===== config.mk =====
export PLATFORM = sky130hd
export DESIGN_NAME = i2c_master_param
export DESIGN_NICKNAME = d
export VERILOG_FILES = /design/src/rtl/i2c_master_param.sv
export SDC_FILE = /design/constraint.sdc
export NUM_CORES = 1
export LEC_CHECK = 0
export BUFFER_PORTS_ARGS = -buffer_cell sky130_fd_sc_hd__buf_4
export CAP_MARGIN = 20
export CORE_MARGIN = 1
export CORE_UTILIZATION = 37
export CTS_CLUSTER_DIAMETER = 30
export CTS_CLUSTER_SIZE = 16
export DETAILED_ROUTE_END_ITERATION = 8
export GPL_ROUTABILITY_DRIVEN = 0
export SLEW_MARGIN = 20
export SYNTH_ARGS = -nofsm -noshare
export SYNTH_HDL_FRONTEND = slang
export SYNTH_SLANG_ARGS = --single-unit

===== constraint.sdc =====
create_clock -name clk -period 6.96 [get_ports clk]
set_input_delay 0.696 -clock clk [delete_from_list [all_inputs] [get_ports clk]]
set_output_delay 0.696 -clock clk [all_outputs]
set_load 0.01 [all_outputs]

===== src/rtl/i2c_master_param.sv =====
`timescale 1ns/1ps
// ---------------------------------------------------------------------------
// i2c_master_param
//
// Purpose: I2C master that generates SCL from the system clock and runs a
// complete write or read transaction (START, address, up to MAX_BYTES data
// bytes with ACK/NACK, STOP). The bus is driven open-drain: an *_oe of 1
// pulls the line low, 0 releases it to the external pull-up.
//
// Configuration macro: I2C_CLOCK_STRETCH_EN
//   defined   - the quarter counter holds in q2 while scl_in is low, so a
//               slave may stretch the clock.
//   undefined - scl_in is ignored and bus timing is fixed.
//
// Ports:
//   clk, reset   system clock, asynchronous active-high reset
//   start        request a transaction (taken in IDLE only)
//   rw           0 = write, 1 = read (captured with start)
//   addr         7-bit slave address (captured with start)
//   nbytes       data byte count, clamped to MAX_BYTES (captured with start)
//   wdata        write bytes, byte k at [8k+7:8k] (captured with start)
//   rdata        read bytes, same layout; held until the next read
//   busy         high from the cycle after start is taken until done
//   done         one-cycle pulse at the end of a transaction
//   ack_err      slave NACK seen in the last transaction, held to next start
//   scl_oe       1 = pull SCL low
//   sda_oe       1 = pull SDA low
//   scl_in       sampled SCL level
//   sda_in       sampled SDA level
//   state_dbg    current FSM state encoding
//
// Handshake: start is accepted only while the FSM is in IDLE (busy low);
// busy rises on the next cycle. done pulses for one cycle in the same cycle
// busy falls; rdata and ack_err are valid from that cycle on. A new start is
// accepted on the cycle after done.
//
// Bus timing: every bit (ACK included) takes four quarters: q0 SCL low with
// SDA updated, q1 SCL low, q2 and q3 SCL released; sda_in is sampled on the
// first cycle of q3. START is two quarters, STOP is three.
// ---------------------------------------------------------------------------
module i2c_master_param #(
    parameter int QUARTER_DIV = 250,
    parameter int MAX_BYTES   = 4,
    parameter int LEN_W       = $clog2(MAX_BYTES + 1)
) (
    input  logic                   clk,
    input  logic                   reset,
    input  logic                   start,
    input  logic                   rw,
    input  logic [6:0]             addr,
    input  logic [LEN_W-1:0]       nbytes,
    input  logic [8*MAX_BYTES-1:0] wdata,
    output logic [8*MAX_BYTES-1:0] rdata,
    output logic                   busy,
    output logic                   done,
    output logic                   ack_err,
    output logic                   scl_oe,
    output logic                   sda_oe,
    input  logic                   scl_in,
    input  logic                   sda_in,
    output logic [3:0]             state_dbg
);

    typedef enum logic [3:0] {
        S_IDLE, S_START, S_ADDR, S_ADDR_ACK, S_WRITE, S_WACK, S_READ, S_MACK, S_STOP
    } state_t;

    localparam int             QW    = $clog2(QUARTER_DIV);
    localparam logic [QW-1:0]  QLAST = QW'(QUARTER_DIV - 1);
    localparam logic [LEN_W-1:0] NMAX = LEN_W'(MAX_BYTES);

    state_t                 state;
    logic [QW-1:0]          qcnt;
    logic [1:0]             quarter;
    logic [2:0]             bit_cnt;
    logic [LEN_W-1:0]       byte_cnt;
    logic [LEN_W-1:0]       n_lat;
    logic                   rw_lat;
    logic [7:0]             tx_sh;
    logic [7:0]             rx_sh;
    logic [8*MAX_BYTES-1:0] wbuf;
    logic                   ack_bit;

    logic bit_phase;
    logic stall;
    logic tick;
    logic last_byte;

    assign state_dbg = state;
    assign bit_phase = (state != S_IDLE) && (state != S_START) && (state != S_STOP);
    assign last_byte = (byte_cnt == n_lat - LEN_W'(1));

`ifdef I2C_CLOCK_STRETCH_EN
    // SCL has been released in q2; a low level means a slave is holding it.
    assign stall = bit_phase && (quarter == 2'd2) && !scl_in;
`else
    logic unused_scl;
    assign unused_scl = scl_in;
    assign stall      = 1'b0;
`endif

    assign tick = (qcnt == QLAST) && !stall;

    always_ff @(posedge clk or posedge reset) begin
        if (reset) begin
            state    <= S_IDLE;
            qcnt     <= '0;
            quarter  <= 2'd0;
            bit_cnt  <= 3'd0;
            byte_cnt <= '0;
            n_lat    <= '0;
            rw_lat   <= 1'b0;
            tx_sh    <= 8'd0;
            rx_sh    <= 8'd0;
            wbuf     <= '0;
            ack_bit  <= 1'b1;
            rdata    <= '0;
            busy     <= 1'b0;
            done     <= 1'b0;
            ack_err  <= 1'b0;
            scl_oe   <= 1'b0;
            sda_oe   <= 1'b0;
        end else begin
            done <= 1'b0;
            if (state == S_IDLE) begin
                qcnt    <= '0;
                quarter <= 2'd0;
                if (start) begin
                    state    <= S_START;
                    busy     <= 1'b1;
                    ack_err  <= 1'b0;
                    rw_lat   <= rw;
                    tx_sh    <= {addr, rw};
                    n_lat    <= (nbytes > NMAX) ? NMAX : nbytes;
                    wbuf     <= wdata;
                    byte_cnt <= '0;
                    scl_oe   <= 1'b0;
                    sda_oe   <= 1'b0;
                end
            end else begin
                if (tick)
                    qcnt <= '0;
                else if (!stall)
                    qcnt <= qcnt + 1'b1;

                if (bit_phase && quarter == 2'd3 && qcnt == '0) begin
                    ack_bit <= sda_in;
                    rx_sh   <= {rx_sh[6:0], sda_in};
                end

                if (tick) begin
                    case (state)
                        S_START: begin
                            if (quarter == 2'd0) begin
                                quarter <= 2'd1;
                                sda_oe  <= 1'b1;
                            end else begin
                                state   <= S_ADDR;
                                quarter <= 2'd0;
                                bit_cnt <= 3'd7;
                                scl_oe  <= 1'b1;
                                sda_oe  <= ~tx_sh[7];
                            end
                        end
                        S_STOP: begin
                            quarter <= quarter + 2'd1;
                            if (quarter == 2'd0) begin
                                scl_oe <= 1'b0;
                            end else if (quarter == 2'd1) begin
                                sda_oe <= 1'b0;
                            end else begin
                                state   <= S_IDLE;
                                quarter <= 2'd0;
                                busy    <= 1'b0;
                                done    <= 1'b1;
                            end
                        end
                        default: begin
                            if (quarter != 2'd3) begin
                                quarter <= quarter + 2'd1;
                                if (quarter == 2'd1)
                                    scl_oe <= 1'b0;
                            end else begin
                                // End of a bit: SCL goes low and SDA takes the
                                // level of whatever comes next.
                                quarter <= 2'd0;
                                scl_oe  <= 1'b1;
                                case (state)
                                    S_ADDR, S_WRITE: begin
                                        if (bit_cnt == 3'd0) begin
                                            state  <= (state == S_ADDR) ? S_ADDR_ACK : S_WACK;
                                            sda_oe <= 1'b0;
                                        end else begin
                                            bit_cnt <= bit_cnt - 3'd1;
                                            tx_sh   <= {tx_sh[6:0], 1'b0};
                                            sda_oe  <= ~tx_sh[6];
                                        end
                                    end
                                    S_ADDR_ACK, S_WACK: begin
                                        if (ack_bit) begin
                                            ack_err <= 1'b1;
                                            state   <= S_STOP;
                                            sda_oe  <= 1'b1;
                                        end else if ((state == S_ADDR_ACK && n_lat == '0) ||
                                                     (state == S_WACK && last_byte)) begin
                                            state  <= S_STOP;
                                            sda_oe <= 1'b1;
                                        end else if (state == S_ADDR_ACK && rw_lat) begin
                                            state    <= S_READ;
                                            bit_cnt  <= 3'd7;
                                            byte_cnt <= '0;
                                            sda_oe   <= 1'b0;
                                        end else begin
                                            // wbuf is consumed one byte at a time from the bottom.
                                            state    <= S_WRITE;
                                            bit_cnt  <= 3'd7;
                                            byte_cnt <= (state == S_ADDR_ACK) ? '0 : byte_cnt + LEN_W'(1);
                                            tx_sh    <= wbuf[7:0];
                                            wbuf     <= wbuf >> 8;
                                            sda_oe   <= ~wbuf[7];
                                        end
                                    end
                                    S_READ: begin
                                        if (bit_cnt == 3'd0) begin
                                            for (int k = 0; k < MAX_BYTES; k++)
                                                if (byte_cnt == LEN_W'(k))
                                                    rdata[8*k +: 8] <= rx_sh;
                                            state  <= S_MACK;
                                            // ACK every byte but the last, which gets NACK.
                                            sda_oe <= ~last_byte;
                                        end else begin
                                            bit_cnt <= bit_cnt - 3'd1;
                                        end
                                    end
                                    S_MACK: begin
                                        if (last_byte) begin
                                            state  <= S_STOP;
                                            sda_oe <= 1'b1;
                                        end else begin
                                            state    <= S_READ;
                                            bit_cnt  <= 3'd7;
                                            byte_cnt <= byte_cnt + LEN_W'(1);
                                            sda_oe   <= 1'b0;
                                        end
                                    end
                                    default: ;
                                endcase
                            end
                        end
                    endcase
                end
            end
        end
    end

endmodule


---- After elaboration in Yosys (flattened, before gate mapping) ----
Index checks and enable logic that the tools add are counted.
word-level totals
  bits in registers ....................... 110
  latch bits .............................. 0
  memory bits (writable) .................. 0
  ROM bits ................................ 0
  bits of input ports ..................... 48
  output and inout bits ................... 41
  word-level logic and storage cells ...... 224
  memories ................................ 0
operators by class
  add/subtract/negate cells ............... 5
  multiply operators ...................... 0
  div/mod/pow operators ................... 0
  $lt $le $gt $ge ......................... 1
  equal/unequal tests ..................... 46
  shifts and indexed selects .............. 0
  multiplexer cells ....................... 102
  bitwise logic cells ..................... 8
  reduce and logical (&&, ||, !) cells .... 42
operator list
  cell                   number
  $mux W32               9
  $mux W8                11
  $mux W3                18
  $mux W4                12
  $mux W1                36
  $ne A3 B3 Y1 const B   12
  $reduce_and A7 Y1      5
  $reduce_and A9 Y1      2
  $eq A4 B3 Y1 const B   4
  $ne A2 B2 Y1 const B   8
  $pmux W4 S4            1
  $pmux W8 S2            1
  $reduce_and A8 Y1      2
  $mux W2                6
  $pmux W3 S2            2
  $ne A5 B5 Y1 const B   2
  $reduce_and A10 Y1     1
  $reduce_and A5 Y1      2
  $logic_not A3 Y1       3
  $pmux W3 S3            1
  $add A8 B1 Y8 const B  1
  $eq A4 B2 Y1 const B   2
  $eq A8 B8 Y1 const B   1
  $logic_not A8 Y1       1
  other kinds (34)       61

---- Logic depth before layout (Yosys ltp) ----
Gate-level depths: netlist (run 1).
  depth in word-level cells ............... 11
  mapped depth ............................ 9
  depth with buffers taken out ............ 8

---- Worst setup path before layout (run 1) ----
No wires, ideal clock.
  kind .................................... reg-to-reg
  from .................................... reg n_lat[0]
  to ...................................... reg wbuf[18]
  library setup time ...................... 0.125 ns
  arrival time ............................ 2.148 ns
  required time ........................... 6.835 ns
  slack ................................... 4.687 ns
  cell stages (with the launch flop) ...... 10
  path buffers ............................ 1
  clock period less this slack ............ 2.273 ns
  cell sequence ........................... dfrtp_1 -> inv_1 -> ha_1 -> ha_1 -> xnor2_1 -> o41ai_1 -> a221oi_2 -> nand2_2 -> buf_4 -> mux2_4
between the ends
  longest elaborated chain between the ends .. 6
  elaborated cells between the ends (all ways) .. 8
  those cells by class .................... add/sub (1); eq/ne (2); reduce/logical (5)
RTL lines
  item                                  RTL line  source
  from (decl)                           77        logic [LEN_W-1:0] n_lat;
  from (signal assigned)                134       n_lat <= (nbytes > NMAX) ? NMAX : nbytes;
  $sub A3 B1 Y3                         91        assign last_byte = (byte_cnt == n_lat - LEN_W'(1));
  $eq A3 B3 Y1                          91
  $logic_and A1 B1 Y1                   205       (state == S_WACK && last_byte)) begin
  $logic_or A1 B1 Y1 *                  204       end else if ((state == S_ADDR_ACK && n_lat == '0) ||
  $ne A2 B2 Y1 (no source line) *       --
  $reduce_and A8 Y1 (no source line) *  --
  to (signal assigned)                  135       wbuf <= wdata;
  to (signal assigned)                  219       wbuf <= wbuf >> 8;
  to (decl)                             81        logic [8*MAX_BYTES-1:0] wbuf;
Mark *: on every way between the ends. The rest lies on a longest branch, timed or not.
A chain may end at the register's enable or synchronous reset.

---- Final worst setup path (run 1) ----
  from .................................... reg state[0] (netlist: state_dbg[0])
  to ...................................... reg wbuf[8]
between the ends
  longest elaborated chain between the ends .. 5
  elaborated cells between the ends (all ways) .. 21
  those cells by class .................... eq/ne (10); mux (1); reduce/logical (10)
RTL lines
  item                                                 RTL line  source
  from (decl)                                          72        state_t state;
  from (signal assigned)                               191       state <= (state == S_ADDR) ? S_ADDR_ACK : S_WACK;
  $eq A4 B2 Y1 / $eq A4 B3 Y1 (equally long branches)  --
  $logic_and A1 B1 Y1, on equally long branches        204, 205
  $logic_or A1 B1 Y1                                   204
  $ne A2 B2 Y1 (no source line)                        --
  $reduce_and A8 Y1 (no source line)                   --
Parallel ways exist; a longest one is shown, timed or not.

==> metrics.txt, run 1 <==
largest net degree at the start of global routing=62; Synth Flop Type=dfrtp_1; vias per cell=5.192; HP Class=in -> async; Tmin final=3.323 ns; die height=125.0 microns; H-tree Lvls=3; RSZ-0062 raised after global routing=no; row cnt=44; final setup margin=3.637 ns; CTS Buf Count=9; Leak Pwr=3.202 nW; count leader, synth=dfrtp_1; Die ar.=15630 sq um; Slew Limit Fails=0; critical path launch point type=register; DP HPWL=8.190 mm; maximum vdd drop=156.0 uV; number of synthesized register bits=110; syn_nets=531; # clock sinks=110; skew final=0.01200 ns; Slew Limit Headroom=36.02%; sequential area share after synthesis=49.18%; GRT busiest layer=met2; CP Max Fanout=32; P&R area growth vs syn=19.96%; final hold vios=0; Worst-Margin Slew=0.9563 ns; library cells used by synthesis=58; # IOs=89; asr flop ratio synth=100.0%; M3 GR Usage=5.392%; CP Capture Type=register; Post-CTS Setup Bufs=0; Highest Clock Rate=300.9 MHz; Yosys top cell area share=48.72%; grt total ovfl=0; status=complete, but fails checks; Setup CP Type=reg -> reg; Syn Area/Cell=12.02 sq um; synthesized instance count=466; Arr. time, crit path=3.57 ns; nets=609; die width=125.0 microns; met1 Usage GRT=22.77%; maximum root-to-sink buffer count=2; Final setup viols=0; dominant cells by area after synthesis=dfrtp_1, mux2_2, mux2_4; Synth Warn #=0; Clk Latency, worst-skew pair=0.36 ns; Core Area=14640 sq um; Req. time, crit path=7.21 ns; top cell type by total area after synthesis=dfrtp_1; Post-DRT Antenna Nets=0; vias in the first global route=3881; share of layout cells above drive strength 1=38.80%; port bufs=87; Post-Syn Area=5599 sq um; Clk pin slew, worst setup/hold paths=0.08 ns; met2 Use GR=24.22%; detailed-route via count=3806; CTS tree=done; post-cts resize count=0; DR pass1 iterations=7; commonest cells in the synthesized netlist=dfrtp_1, mux2_2, mux2_4, nand2_1, o21ai_0; initial DRC count=157; Post-synth EDFFs=0; power density cells=356.2 nW/um^2; hold-fix buffers at CTS=0; initial antenna violation count=0; GRT Util Overall=16.43%; root buffer cell=clkbuf_16; initial core utilization=38.23%; failing checks=DRC; Routed wire per std cell=16.23 microns; Placement Setup Slack=3.656 ns; Max-Cap Viols=0; setup total negative slack=0 ns; diode count=0; PnR Total Power=2.392 mW; final worst-path cycle share=47.75%; first-pass GRT wire length=20.33 mm; # DRC=4; Layout Utilization=45.86%; final wirelength=11.90 mm
## metal layers
metal	share of wire (%)	up-vias	wire [microns]
met3	6.2	12	742
li1	-	1841	-
met4	1.5	0	176
met5	0	-	0
met2	45	94	5391
met1	47	1859	5587
## cells by family (layout without fill, tap and decap cells)
family,after synthesis,in the layout,synth area share (%)
flops,110,110,49.18
mux,108,108,22.91
simple gates,103,103,10.01
compound gates,77,77,9.252
buf+inv,41,124,3.262
fa+ha+maj,18,18,3.978
xor+xnor,9,9,1.408
## sequential cells by signal, summed over array words and instances (netlist names)
name       flops
sda_oe         1
n_lat          3
rdata         32
tx_sh          8
ack_err        1
rx_sh          8
quarter        2
wbuf          32
done           1
busy           1
qcnt           8
ack_bit        1
state_dbg      4
bit_cnt        3
rw_lat         1
byte_cnt       3
scl_oe         1
## critical path: stages, from the launching register on
cell      delay (ns)
dfrtp_1         0.95
nand2_1         0.15
a2111o_1        0.47
a221oi_2        0.47
nand2_2         0.64
mux2_4          0.51
## stage by stage
stage / hold WS (ns) / cell area, sq um / std cells
floorplan: 0.4622 / 5599 / 466
global placement: 0.4787 / 6389 / 717
detailed placement: 0.4877 / 6389 / 717
CTS: 0.4297 / 6716 / 733
global route: 0.4404 / 6716 / 733
finish: 0.4089 / 6716 / 733
## cells in the final DEF (no fill, tap or decap), types with 4 or more instances in the layout
| cell type | count |
|---|---|
| dfrtp_1 | 109 |
| buf_4 | 89 |
| mux2_2 | 77 |
| o21ai_0 | 21 |
| nand2_1 | 21 |
| mux2_4 | 21 |
| nor2_1 | 19 |
| inv_1 | 18 |
| ha_1 | 17 |
| a21oi_1 | 14 |
| nor3_1 | 10 |
| mux2i_1 | 10 |
| a22o_1 | 9 |
| clkbuf_16 | 9 |
| nand2b_1 | 7 |
| nand3_1 | 5 |
| xor2_1 | 5 |
| a31oi_1 | 5 |
| nor4_1 | 5 |
| nor2b_1 | 4 |
| or3_1 | 4 |
| nand3b_1 | 4 |
| xnor2_1 | 4 |
| and2_1 | 4 |
| and3_1 | 4 |
| a22oi_1 | 4 |
## final cells by class
| class | instances | area [sq um] |
|---|---|---|
| inverter | 19 | 73.82 |
| fill | 1374 | 7928 |
| tap | 184 | 230.2 |
| clock buffer | 9 | 225.2 |
| timing repair buffer | 89 | 668.1 |
| sequential | 110 | 2754 |
| multi-input combinational | 315 | 2663 |
| clock inverter | 7 | 102.6 |
## report_power, final
group | switching, mW | total, mW | internal, mW | leakage [nW]
Clock | 0.258 | 0.550 | 0.292 | 0.159
Combinational | 0.405 | 0.861 | 0.457 | 1.61
Sequential | 0.179 | 0.981 | 0.802 | 1.43
Total | 0.842 | 2.39 | 1.55 | 3.20
## worst paths after layout
check,start,cells after the start,slack [ns],to
min,reset,2,0.41,rdata[12]
max in group asynchronous,reset,3,5.34,state_dbg[3]
min in group clk,wbuf[28],1,0.50,wbuf[28]
max reg2reg,state_dbg[0],5,3.64,wbuf[8]
min reg2reg,wbuf[28],1,0.50,wbuf[28]
max,state_dbg[0],5,3.64,wbuf[8]
No activity file was read; power rests on OpenSTA's default activity.
==> inputs of run 2 (changes only) <==
--- a/config.mk
+++ b/config.mk
@@ -5,6 +5,7 @@
 export SDC_FILE = /design/constraint.sdc
 export NUM_CORES = 1
 export LEC_CHECK = 0
+export ABC_AREA = 1
 export BUFFER_PORTS_ARGS = -buffer_cell sky130_fd_sc_hd__buf_4
 export CAP_MARGIN = 20
 export CORE_MARGIN = 1
==> constraint.sdc (replaced) <==
create_clock -name clk -period 2.91 [get_ports clk]
set_input_delay 0.291 -clock clk [delete_from_list [all_inputs] [get_ports clk]]
set_output_delay 0.291 -clock clk [all_outputs]
set_load 0.01 [all_outputs]
==> run 2 against run 1 <==
Net effect: setup slack lost 3.1 ns; the flow now finishes without violations; largest power group is now combinational logic; hold slack lost 0.37 ns; non-clock buffer count grew 4.
==> metrics.txt, run 2 <==
Reg power frac=38.3% (-2.7 points); initial antenna violation count=0 (unchanged); final hold vios=0 (unchanged); Arr. time, crit path=2.65 ns (-0.92 ns); H-tree Lvls=3 (unchanged); die width=123.9 microns (-0.91%); Synth Warn #=0 (unchanged); Slew Limit Headroom=53.27% (+17 points); Syn Area/Cell=8.670 sq um (-28%); skew final=0.01162 ns (-0.0003800 ns); Slew Limit Fails=0 (unchanged); port bufs=87 (unchanged); Sw Pwr=2.241 mW (+170%); CP Capture Type=register; GRT Util Overall=17.39% (+0.96 points); Clk pin slew, worst setup/hold paths=0.08 ns (about the same); Post-CTS Setup Bufs=0 (unchanged); cell mode on critical path=nand2_1; CTS tree=done; nets=785 (+29%); fillers=1434 (+4.4%); Tmin final=2.406 ns (-0.9172 ns); grt total ovfl=0 (unchanged); number of synthesized register bits=110 (unchanged); CTS Buf Count=9 (unchanged); Req. time, crit path=3.15 ns (-4.06 ns); internal power=3.277 mW (+110%); most frequent cells in the layout=nand2_1, dfrtp_1, buf_4; DP HPWL=9.016 mm (+10%); syn_nets=699 (+32%); die height=123.9 microns (-0.91%); setup total negative slack=0 ns (unchanged); Logic pwr share=39.3% (+3.3 points); most common cell after layout, fill and taps aside=nand2_1; Routed wire per std cell=13.74 microns (-15%); # IOs=89 (unchanged); post-cts resize count=0 (unchanged); CP Cell Sequence=inv_1 -> ha_1 -> ha_1 -> inv_1 -> nand2_1 -> nand2_1 -> nor2_1 -> nand3_1 -> nand3_1 -> nand2_1 -> nand4_4 -> buf_12 -> nand2_1 -> o21ai_1; Worst-Margin Slew=0.6995 ns (-0.2568 ns); synthesized instance count=634 (+36%); first-pass GRT wire length=20.50 mm (+0.85%); DR pass1 iterations=5 (-2); Metal-1 WL=5.927 mm (+6.1%); Setup CP Type=reg -> reg; vias per cell=4.932 (-5.0%); CP top delay family=simple AND/OR/NAND/NOR gates; Placement Setup Slack=0.5258 ns (-3.130 ns); diode count=0 (unchanged); met3 wire length=492 microns (-34%); row cnt=44 (unchanged); share of layout cells above drive strength 1=19.72% (-19 points); CP max-delay cell=dfrtp_1; initial DRC count=274 (+75%); # DRC=0 (-4); RSZ-0062 raised after global routing=no; final setup margin=0.5039 ns (-3.133 ns); final worst-path cycle share=82.68% (+35 points); final wirelength=12.49 mm (+5.0%); top cell type by total area after synthesis=dfrtp_1; Yosys top cell area share=49.62% (+0.91 points); Leak Pwr=3.225 nW (+0.74%); clock share of power=22.4% (-0.6 points); Post-DP Area=6340 sq um (-0.76%); Highest Clock Rate=415.6 MHz (+38%); # clock sinks=110 (unchanged); Post-synth EDFFs=0 (unchanged); HP Class=in -> async; critical path launch point type=register; status=completed; top routing layer in use=met4; crit path buf inv count=3 (+3); commonest cells in the synthesized netlist=nand2_1, dfrtp_1, inv_1, o21ai_1, o21ai_0; library cells used by synthesis=39 (-33%); Clk Latency, worst-skew pair=0.36 ns (about the same); CP Max Fanout=42 (+31%); hold-fix buffers at CTS=0 (unchanged); Sw Ratio=40.61% (+5.4 points); largest net degree at the start of global routing=50 (-19%); Post-Syn Area=5497 sq um (-1.8%); Final Cell Area=6643 sq um (-1.1%); Synth Flop Type=dfrtp_1; met2 WL post-DR=5.884 mm (+9.1%); P&R area growth vs syn=20.85%; root buffer cell=clkbuf_16; vias in the first global route=4251 (+9.5%); sequential area share after synthesis=50.10% (+0.92 points); maximum vdd drop=343.5 uV (+120%); power density cells=830.6 nW/um^2 (+130%); Core Area=14530 sq um (-0.75%); Final setup viols=0 (unchanged); maximum root-to-sink buffer count=2 (unchanged); dominant cells by area after synthesis=dfrtp_1, nand2_1, o21ai_1; detailed-route via count=4483 (+18%); Regs by FF count=rdata (32), wbuf (32); Max-Cap Viols=0 (unchanged); asr flop ratio synth=100.0% (unchanged); initial core utilization=37.82% (-0.42 points); Die ar.=15350 sq um (-1.8%); Post-DRT Antenna Nets=0 (unchanged); CP peak stage delay=0.35 ns (-0.60 ns); count leader, synth=nand2_1
-- run 2: cell count changes after synthesis, sizes merged, moves of 9 or more --
cell,change
inv,+42
mux2i,+14
clkbuf,-10
o21ai,+76
a22o,-9
nand3,+22
mux2,-98
nor2,+24
nand2,+166
-- run 2: cell type report --
class / count / area [sq um] / area share [%]
Inverter: 61 / 235.2 / 3.541
Clock inverter: 7 / 77.57 / 1.168
Multi-Input combinational cell: 445 / 2397 / 36.09
Tap cell: 184 / 230.2 / 3.466
Timing Repair Buffer: 93 / 723.2 / 10.89
Clock buffer: 9 / 225.2 / 3.390
Sequential cell: 110 / 2754 / 41.46
-- run 2: worst paths after layout --
check                      startpoint       end  slack (ns)  depth (start not counted)
setup / recovery             n_lat[0]  wbuf[20]        0.50                         14
hold / removal                  reset  tx_sh[4]        0.04                          2
setup reg to reg             n_lat[0]  wbuf[20]        0.50                         14
hold reg to reg              tx_sh[5]  tx_sh[5]        0.48                          2
max in group asynchronous       reset  wbuf[26]        2.13                          3
min in group clk            nbytes[0]  n_lat[0]        0.17                          3
-- run 2: worst register-to-register path, cell delays in order, from the launching register on --
cell     delay [ns]
dfrtp_1        0.35
inv_1          0.07
ha_1           0.21
ha_1           0.31
inv_1          0.08
nand2_1        0.06
nand2_1        0.06
nor2_1         0.05
nand3_1        0.13
nand3_1        0.12
nand2_1        0.12
nand4_4        0.29
buf_12         0.30
nand2_1        0.08
o21ai_1        0.05
-- run 2: cells by family after synthesis --
logic type | Yosys count | synth area share (%)
AND/OR/NAND/NOR | 282 | 23.22
AO/OA/AOI/OAI | 119 | 11.68
flip-flops | 110 | 50.10
buffers and inverters | 79 | 6.283
multiplexers | 24 | 4.371
adder cells (fa/ha/maj) | 17 | 3.870
XOR/XNOR | 3 | 0.4781
-- run 2: metal layers --
layer  track usage, %  up-vias
met5                0        -
met1            23.68     2105
met3            3.663       20
li1                 -     2255
met4            6.928        0
met2            26.94      103
-- run 2: power groups by stage --
stage	registers, mW	clock network (mW)	logic [mW]
after floorplan	2.10	0	1.66
after global placement	2.12	0	2.10
after detailed placement	2.14	0	2.16
after CTS	2.11	1.28	2.17
after global routing	2.16	1.33	2.44
final	2.11	1.24	2.17
-- run 2: metrics by stage --
| step | hold slack, ns | cells | utilization (%) | power [mW] |
|---|---|---|---|---|
| 5_1_grt | 0.08897 | 909 | 45.70 | 5.931 |
| 3_5_place_dp | 0.4429 | 893 | 43.62 | 4.304 |
| 2_1_floorplan | 0.4120 | 634 | - | 3.757 |
| 4_1_cts | 0.05719 | 909 | 45.70 | 5.557 |
| 3_3_place_gp | 0.4357 | 893 | 43.62 | 4.227 |
| 6_report | 0.04368 | 909 | 45.70 | 5.517 |
==> inputs of run 3 (changes only) <==
==> constraint.sdc (replaced) <==
create_clock -name clk -period 2.5 [get_ports clk]
set_input_delay 0.25 -clock clk [delete_from_list [all_inputs] [get_ports clk]]
set_output_delay 0.25 -clock clk [all_outputs]
set_load 0.01 [all_outputs]
==> run 3 against run 2 <==
Net effect: setup slack lost 0.24 ns; cell count stayed put; critical path type unchanged; die area did not move; count of clock-buffer cells in the layout is the same; global-route usage fell by 0.093 points; non-clock buffer count did not move; wire length fell by 2.5%; critical path depth did not move; final area up 0.15%; sequential cell count did not move; hold slack better by 0.0023 ns; clock skew is 0.0010 ns higher.
==> metrics.txt, run 3 (synthesis results as in run 2) <==
grt total ovfl=0 (unchanged); Arr. time, crit path=2.52 ns (-0.13 ns); Highest Clock Rate=448.0 MHz (+7.8%); Slew Limit Headroom=60.10% (+6.8 points); row cnt=44 (unchanged); cell mode on critical path=nand2_1; # clock sinks=110 (unchanged); diode count=0 (unchanged); Req. time, crit path=2.79 ns (-0.36 ns); Slew Limit Fails=0 (unchanged); Layout Utilization=45.77% (+0.069 points); maximum root-to-sink buffer count=2 (unchanged); port bufs=87 (unchanged); Worst-Margin Slew=0.5985 ns (-0.1011 ns); CP top delay family=simple AND/OR/NAND/NOR gates; status=completed; largest net degree at the start of global routing=111 (+120%); # IOs=89 (unchanged); Core Area=14530 sq um (unchanged); Die ar.=15350 sq um (unchanged); die width=123.9 microns (unchanged); most common cell after layout, fill and taps aside=nand2_1; Post-CTS Setup Bufs=0 (unchanged); DR pass1 iterations=5 (unchanged); final setup margin=0.2677 ns (-0.2363 ns); CP max-delay cell=dfrtp_1; share of layout cells above drive strength 1=19.72% (unchanged); hold_ws=0.04594 ns (+0.002261 ns); crit path buf inv count=3 (unchanged); hold-fix buffers at CTS=0 (unchanged); Max-Cap Viols=0 (unchanged); CP Cell Sequence=inv_1 -> ha_1 -> ha_1 -> inv_1 -> nand2_1 -> nand2_1 -> nor2_1 -> nand3_1 -> nand3_1 -> nand2_1 -> nand4_4 -> buf_12 -> nand2_1 -> o21ai_1; critical path launch point type=register; skew final=0.01262 ns (+0.001000 ns); Placement Setup Slack=0.2770 ns (-0.2488 ns); DP HPWL=8.524 mm (-5.5%); nets=785 (unchanged); post-cts resize count=0 (unchanged); vias in the first global route=4275 (+0.56%); # DRC=0 (unchanged); CTS Buf Count=9 (unchanged); GRT Util Overall=17.30% (-0.093 points); Clk pin slew, worst setup/hold paths=0.08 ns (about the same); CTS tree=done; Final setup viols=0 (unchanged); Regs by FF count=rdata (32), wbuf (32); Setup CP Type=reg -> reg; RSZ-0062 raised after global routing=no; PnR Total Power=6.469 mW (+17%); final hold vios=0 (unchanged); CP Max Fanout=64 (+52%); final worst-path cycle share=89.29% (+6.6 points); Leak Pwr=3.228 nW (about the same); initial antenna violation count=0 (unchanged); vias per cell=4.894 (-0.76%); initial DRC count=285 (+4.0%); CP peak stage delay=0.37 ns (+0.02 ns); die height=123.9 microns (unchanged); final wirelength=12.18 mm (-2.5%); fillers=1465 (+2.2%); Post-DRT Antenna Nets=0 (unchanged); root buffer cell=clkbuf_16; detailed-route via count=4449 (-0.76%); Routed wire per std cell=13.40 microns (-2.5%); first-pass GRT wire length=20.22 mm (-1.4%); most frequent cells in the layout=nand2_1, dfrtp_1, buf_4; HP Class=in -> async; setup total negative slack=0 ns (unchanged); Tmin final=2.232 ns (-0.1737 ns); maximum vdd drop=588.1 uV (+71%); power density cells=972.4 nW/um^2 (+17%); CP Capture Type=register; initial core utilization=37.82% (unchanged); Clk Latency, worst-skew pair=0.37 ns (about the same); H-tree Lvls=3 (unchanged); P&R area growth vs syn=21.03%
-- run 3: stage by stage --
step	instances	instance area, sq um
after global placement	893	6352
final	909	6653
after global routing	909	6653
after CTS	909	6653
after floorplan	634	5500
after detailed placement	893	6352
-- run 3: per-layer routing --
| metal | up-vias | global-route usage [%] | routed length, microns |
|---|---|---|---|
| li1 | 2258 | - | - |
| met1 | 2084 | 22.52 | 5711 |
| met2 | 89 | 27.19 | 5784 |
| met3 | 18 | 3.297 | 463 |
| met4 | 0 | 9.262 | 220 |
| met5 | - | 0 | 0 |
-- run 3: power breakdown --
part	total, mW	internal, mW	leakage, nW	switching (mW)
clock network	1.44	0.710	0.144	0.734
logic	2.56	0.971	1.62	1.59
registers	2.46	2.18	1.46	0.284
total	6.47	3.86	3.23	2.61
-- run 3: cell type report --
type,instances,area (sq um),area share [%]
Clock inverter,7,75.07,1.128
Tap cell,184,230.2,3.461
Timing Repair Buffer,93,735.7,11.06
Inverter,61,235.2,3.536
Sequential cell,110,2754,41.40
Clock buffer,9,225.2,3.385
Multi-Input combinational cell,445,2397,36.04
-- run 3: path summary, 6_finish.rpt --
check / startpoint / slack [ns] / cells past startpoint / end
max: n_lat[0] / 0.27 / 14 / wbuf[17]
min: reset / 0.05 / 3 / bit_cnt[0]
max reg2reg: n_lat[0] / 0.27 / 14 / wbuf[17]
min reg2reg: tx_sh[0] / 0.48 / 2 / tx_sh[0]
max in group asynchronous: reset / 2.00 / 3 / rdata[24]
min in group clk: nbytes[1] / 0.12 / 3 / n_lat[1]
-- run 3: worst register-to-register path: cells and delay by family (launching register included) --
family,cells,cell delay (ns)
fa+ha+maj,2,0.51
compound gates,1,0.08
flops,1,0.37
simple gates,8,0.80
buf+inv,3,0.39
